$ cat src/rtl/bit_string_printer.sv
// Prints each queued byte as eight ASCII '0'/'1' characters (plus optional CR LF)
// on a UART transmitter strobe interface, behind a small input FIFO.
module bit_string_printer #(
  parameter int unsigned FIFO_DEPTH = 4,
  parameter int unsigned ADDR_W     = 2,
  parameter int unsigned SEND_CRLF  = 1,
  parameter int unsigned MSB_FIRST  = 1
) (
  input  logic              i_clk,
  input  logic              i_rst_n,
  input  logic [7:0]        i_in_data,
  input  logic              i_in_valid,
  output logic              o_in_ready,
  output logic              o_overflow,
  output logic [7:0]        o_tx_data,
  output logic              o_new_tx_data,
  input  logic              i_tx_busy,
  output logic              o_busy,
  output logic [ADDR_W:0]   o_fifo_count
);

  localparam logic [ADDR_W:0] LP_DEPTH = (ADDR_W + 1)'(FIFO_DEPTH);
  localparam logic [3:0]      LP_LAST  = (SEND_CRLF != 0) ? 4'd9 : 4'd7;

  typedef enum logic [1:0] {StIdle, StSend, StGap} state_t;

  logic [7:0]        r_mem [FIFO_DEPTH];
  logic [ADDR_W-1:0] r_wptr, r_rptr;
  logic [ADDR_W:0]   r_count;

  state_t     r_state, w_state_d;
  logic [7:0] r_shift, w_shift_d;
  logic [3:0] r_idx, w_idx_d;
  logic [7:0] r_tx_data, w_tx_data_d;
  logic       r_new_tx, w_new_tx_d;

  logic       w_push, w_pop, w_bit;
  logic [7:0] w_char;

  assign o_in_ready    = (r_count != LP_DEPTH);
  assign o_overflow    = i_in_valid & ~o_in_ready;
  assign w_push        = i_in_valid & o_in_ready;
  assign w_pop         = (r_state == StIdle) && (r_count != '0);
  assign o_busy        = (r_state != StIdle) || (r_count != '0);
  assign o_fifo_count  = r_count;
  assign o_tx_data     = r_tx_data;
  assign o_new_tx_data = r_new_tx;

  // Storage needs no reset: occupancy alone decides what is valid.
  always_ff @(posedge i_clk) begin
    if (w_push) begin
      r_mem[r_wptr] <= i_in_data;
    end
  end

  always_ff @(posedge i_clk or negedge i_rst_n) begin
    if (!i_rst_n) begin
      r_wptr  <= '0;
      r_rptr  <= '0;
      r_count <= '0;
    end else begin
      if (w_push) begin
        r_wptr <= r_wptr + 1'b1;
      end
      if (w_pop) begin
        r_rptr <= r_rptr + 1'b1;
      end
      unique case ({w_push, w_pop})
        2'b10:   r_count <= r_count + 1'b1;
        2'b01:   r_count <= r_count - 1'b1;
        default: r_count <= r_count;
      endcase
    end
  end

  assign w_bit = (MSB_FIRST != 0) ? r_shift[7] : r_shift[0];

  always_comb begin
    w_char = 8'h0A;
    if (r_idx < 4'd8) begin
      w_char = w_bit ? 8'h31 : 8'h30;
    end else if (r_idx == 4'd8) begin
      w_char = 8'h0D;
    end
  end

  always_comb begin
    w_state_d   = r_state;
    w_shift_d   = r_shift;
    w_idx_d     = r_idx;
    w_tx_data_d = r_tx_data;
    w_new_tx_d  = 1'b0;
    unique case (r_state)
      StIdle: begin
        if (r_count != '0) begin
          w_shift_d = r_mem[r_rptr];
          w_idx_d   = 4'd0;
          w_state_d = StSend;
        end
      end
      StSend: begin
        if (!i_tx_busy) begin
          w_new_tx_d  = 1'b1;
          w_tx_data_d = w_char;
          w_state_d   = StGap;
        end
      end
      StGap: begin
        // This cycle lets the UART raise busy before the next character is offered.
        w_shift_d = (MSB_FIRST != 0) ? {r_shift[6:0], 1'b0} : {1'b0, r_shift[7:1]};
        w_idx_d   = r_idx + 4'd1;
        w_state_d = (r_idx == LP_LAST) ? StIdle : StSend;
      end
      default: w_state_d = StIdle;
    endcase
  end

  always_ff @(posedge i_clk or negedge i_rst_n) begin
    if (!i_rst_n) begin
      r_state   <= StIdle;
      r_shift   <= '0;
      r_idx     <= '0;
      r_tx_data <= 8'h00;
      r_new_tx  <= 1'b0;
    end else begin
      r_state   <= w_state_d;
      r_shift   <= w_shift_d;
      r_idx     <= w_idx_d;
      r_tx_data <= w_tx_data_d;
      r_new_tx  <= w_new_tx_d;
    end
  end

endmodule

$ cat config.mk
export PLATFORM = sky130hd
export DESIGN_NAME = bit_string_printer
export DESIGN_NICKNAME = d
export VERILOG_FILES = /design/src/rtl/bit_string_printer.sv
export SDC_FILE = /design/constraint.sdc
export NUM_CORES = 1
export LEC_CHECK = 0
export ABC_CLOCK_PERIOD_IN_PS = 5200
export CAP_MARGIN = 20
export CELL_PAD_IN_SITES_DETAIL_PLACEMENT = 0
export CELL_PAD_IN_SITES_GLOBAL_PLACEMENT = 1
export CORE_MARGIN = 4
export CORE_UTILIZATION = 30
export CTS_CLUSTER_SIZE = 40
export DETAILED_ROUTE_END_ITERATION = 10
export GPL_TIMING_DRIVEN = 0
export PLACE_DENSITY = 0.63
export SYNTH_ARGS = -nofsm -noshare
export SYNTH_HDL_FRONTEND = slang
export SYNTH_SLANG_ARGS = --single-unit
$ cat constraint.sdc
create_clock -name i_clk -period 5.2 [get_ports i_clk]
set_clock_uncertainty 0.1 [all_clocks]
set_input_delay 1.04 -clock i_clk [delete_from_list [all_inputs] [get_ports i_clk]]
set_output_delay 1.04 -clock i_clk [all_outputs]
set_load 0.01 [all_outputs]
==> impl_metrics.csv <==
group,metric,value,unit
run_status,status,"finished, final reports clean",
min_path,hp-class,"reg -> reg",
clock_network,cts_tree,"built",
worst_setup_path,worst_setup_path_end_kind,"output port",
yosys,synth_area_leaders,"edfxtp_1, dfrtp_1, mux4_2, ha_1, o21ai_0",
clock_network,ctsResizeCount,0,
yosys,synth.most_common_cell,"edfxtp_1",
sta,fin_hold_ws,376.1,ps
pwr,p_sw_share,33.14,%
worst_setup_path,cp.depth,4,
die,chipWidth,100.7,um
pwr,power_frac_comb,34.6,%
layout,fillers,789,
layout,design_area,0.003194,sq mm
clock_network,clkLatencyLatePin,340,ps
worst_setup_path,worst-setup-path-type,"in -> out",
detailed_routing,drtIter0Drc,52,
pwr,power_frac_seq,39.8,%
sta,max_slew.worst_pin.slew,696.4,ps
sta,finalSetupViolCount,0,
clock_network,cts_made_buffers,9,
die,start_util,31.09,%
place,place_area,0.002970,sq mm
clock_network,root_buffer,"clkbuf_8",
pwr,power.density,570.9,mW/mm^2
worst_setup_path,start_kind,"primary input",
worst_setup_path,r2r_end,"o_fifo_count[2]$_DFFE_PN0P_",
layout,instances_no_fill,335,
flow_run,cap_violations,0,
yosys,synth-seq-cells,59,
worst_setup_path,cp_data_arrival_time,2260,ps
pwr,netSwitchingPower,0.6044,mW
die,core_area,0.008299,sq mm
place,io_buffers,24,
grt,grtUsageMet1,12.87,%
min_path,holdCritStartpoint,"o_tx_data[1]$_DFFE_PN0P_",
grt,grt.total_usage,10.01,%
place,placed_cells_incl_taps,319,
worst_setup_path,regToRegStartpoint,"o_fifo_count[1]$_DFFE_PN0P_",
pwr,ir_drop,0.0002174,V
die,die_h,100.7,um
clock_network,cts_hold_buf,0,
detailed_routing,vias,1546,
worst_setup_path,reg2reg_depth,10,
yosys,synth_cell_types,38,
min_path,hold_depth,2,
sta,period_minus_slack,3403,ps
yosys,ys_warn_count,0,
yosys,synth.top_cells.by_count,"edfxtp_1, dfrtp_1, inv_1",
min_path,hold-path-endpoint,"o_tx_data[1]$_DFFE_PN0P_",
detailed_routing,via_per_inst,4.615,
yosys,netlist.area_leader.share,37.25,%
sta,grt_setup_unrepaired,"false",
pwr,clkPwrFrac,25.6,%
yosys,seq_area_frac_synth,63.43,%
place,hpwlAfterDp,3280,um
grt,antenna_found_initial,0,
yosys,synth_area,0.002580,sq mm
grt,grtUsageMet3,4.637,%
clock_network,htree_num_levels,3,
grt,grt_max_degree,15,
yosys,synthArstFlopShare,45.76,%
worst_setup_path,required,4060,ps
clock_network,clk_pin_slew_worst_paths,60,ps
yosys,syn_area_per_cell,13.72,sq um
worst_setup_path,reg2reg_slack,2780,ps
grt,grt_pass1_vias,1471,
sta,fmax,293.8,MHz
detailed_routing,drc_errors,0,
detailed_routing,ant_nets,0,
worst_setup_path,crit_fanout,6,
pwr,p_int,1.219,mW
sta,relSlewSlack,53.15,%
sta,hold_viol,0,
clock_network,clock_path_buffers,2,
pwr,p_leak,1.245,nW
grt,grt_use_met2,15.04,%
layout,area_growth,23.81,%
worst_setup_path,path_buf_inv,3,
detailed_routing,wl,4753,um
worst_setup_path,cp_top_family,"buffers and inverters",
sta,finalCritPeriodShare,65.45,%
sta,finalMaxSlewViolations,0,
die,num_rows,33,
yosys,ys.flop_type,"edfxtp_1",
worst_setup_path,cp_slowest_stage_delay,540,ps
grt,grt_overflow,0,
die,die_area,0.01015,sq mm
grt,grt_pass1_wl,7624,um
place,globalplace.congestion,0.7601,
detailed_routing,avgRoutedWirePerCell,14.19,um
layout,drive_above_1_share,18.26,%
yosys,yosysTopAreaCell,"edfxtp_1",
layout,n_antenna_cell,0,
grt,grt-busiest-layer,"met2",
pwr,power,1.824,mW
die,io_pins,27,
yosys,synth_cells,188,
worst_setup_path,path_cells,"clkdlybuf4s50_1, inv_1, nor2_1, clkdlybuf4s50_1",
sta,fin_tns_setup,0,ps
clock_network,post_cts_buffers,0,
worst_setup_path,path_common_cell,"clkdlybuf4s50_1",
layout,nNetsFinal,246,
detailed_routing,drt-pass1-iter-count,4,
clock_network,clkSinkCount,59,
worst_setup_path,crit_slowest_cell,"clkdlybuf4s50_1",
yosys,synth_edf_count,32,
cell families (layout without fill, tap and decap cells):
kind of cell,after synthesis,in the layout,share of synthesized area [%]
AO/OA/AOI/OAI,24,24,5.480
XOR/XNOR,6,6,2.037
adder cells (fa/ha/maj),9,9,4.656
buffers and inverters,27,68,4.850
flip-flops,59,59,63.43
multiplexers,11,11,8.584
other,1,2,0.1454
AND/OR/NAND/NOR,51,51,10.81
cell usage in the layout (no fill, tap or decap), drive strengths merged:
cell type / synthesis / routed
nand3: 3 / 3
xnor2: 3 / 3
bufinv: 0 / 2
a21oi: 1 / 1
inv: 15 / 16
a31oi: 1 / 1
nor4: 7 / 7
mux4: 8 / 8
ha: 8 / 8
conb: 1 / 2
mux2: 3 / 3
buf: 9 / 10
and3: 4 / 4
or3: 2 / 2
nand2: 12 / 12
edfxtp: 32 / 32
o22ai: 7 / 7
nor3: 12 / 12
nor2: 4 / 4
or3b: 2 / 2
nand2b: 2 / 2
o21ai: 12 / 12
nand3b: 1 / 1
xor2: 3 / 3
and2: 1 / 1
fa: 1 / 1
a211oi: 1 / 1
clkdlybuf4s50: 0 / 24
o311ai: 1 / 1
nor2b: 1 / 1
a221o: 1 / 1
clkbuf: 3 / 12
clkinv: 0 / 4
dfrtp: 27 / 27
worst max path at each step:
| stage | from | endpoint | slack (ps) |
|---|---|---|---|
| CTS | i_in_valid | o_overflow | 1790 |
| global route | i_in_valid | o_overflow | 1730 |
| finish | i_in_valid | o_overflow | 1800 |
| floorplan | i_in_valid | o_overflow | 2830 |
| detailed placement | i_in_valid | o_overflow | 1790 |
| global placement | i_in_valid | o_overflow | 1810 |
worst register-to-register path, cell delays in order (launching register included):
cell	delay (ps)
dfrtp_1	450
or3b_1	390
buf_2	160
and2_4	180
inv_1	60
ha_1	170
inv_1	60
fa_1	370
xor2_1	150
nor2_1	110
xor2_1	150
power groups by stage:
stage                     logic (mW)  clock network [mW]  registers, mW
after global routing           0.704               0.501          0.743
final                          0.631               0.468          0.725
after detailed placement       0.647                   0          0.736
after global placement         0.639                   0          0.732
after floorplan                0.447                   0          0.722
after CTS                      0.647               0.478          0.728
routing by layer:
layer,share of wire [%],vias to the layer above
li1,-,762
met1,46,734
met2,46,43
met3,7.2,7
met4,0.99,0
met5,0,-
cell type report:
| cell class | count | area, sq um | share of cell area, % |
|---|---|---|---|
| inverters | 15 | 56.30 | 1.763 |
| repair buffers | 25 | 255.2 | 7.991 |
| clock buffers | 9 | 123.9 | 3.878 |
| clock inverters | 7 | 100.1 | 3.134 |
| well taps | 105 | 131.4 | 4.113 |
| plain buffers | 12 | 68.82 | 2.154 |
| flip-flops and latches | 59 | 1637 | 51.23 |
| multi-input cells | 103 | 822.0 | 25.73 |
per-stage QoR:
step                      util, %  setup WS, ps
after detailed placement    35.79          1789
after global routing        38.49          1733
after global placement      35.61          1805
final                       38.49          1797
after floorplan                 -          2829
after CTS                   38.49          1794
registers in the layout, summed over array words and instances, names as in the netlist:
| name | flops |
|---|---|
| r_state | 2 |
| r_shift | 8 |
| o_new_tx_data | 1 |
| r_wptr | 2 |
| r_mem | 32 |
| r_rptr | 2 |
| r_idx | 4 |
| o_tx_data | 5 |
| o_fifo_count | 3 |
(Power assumes the default switching activity.)
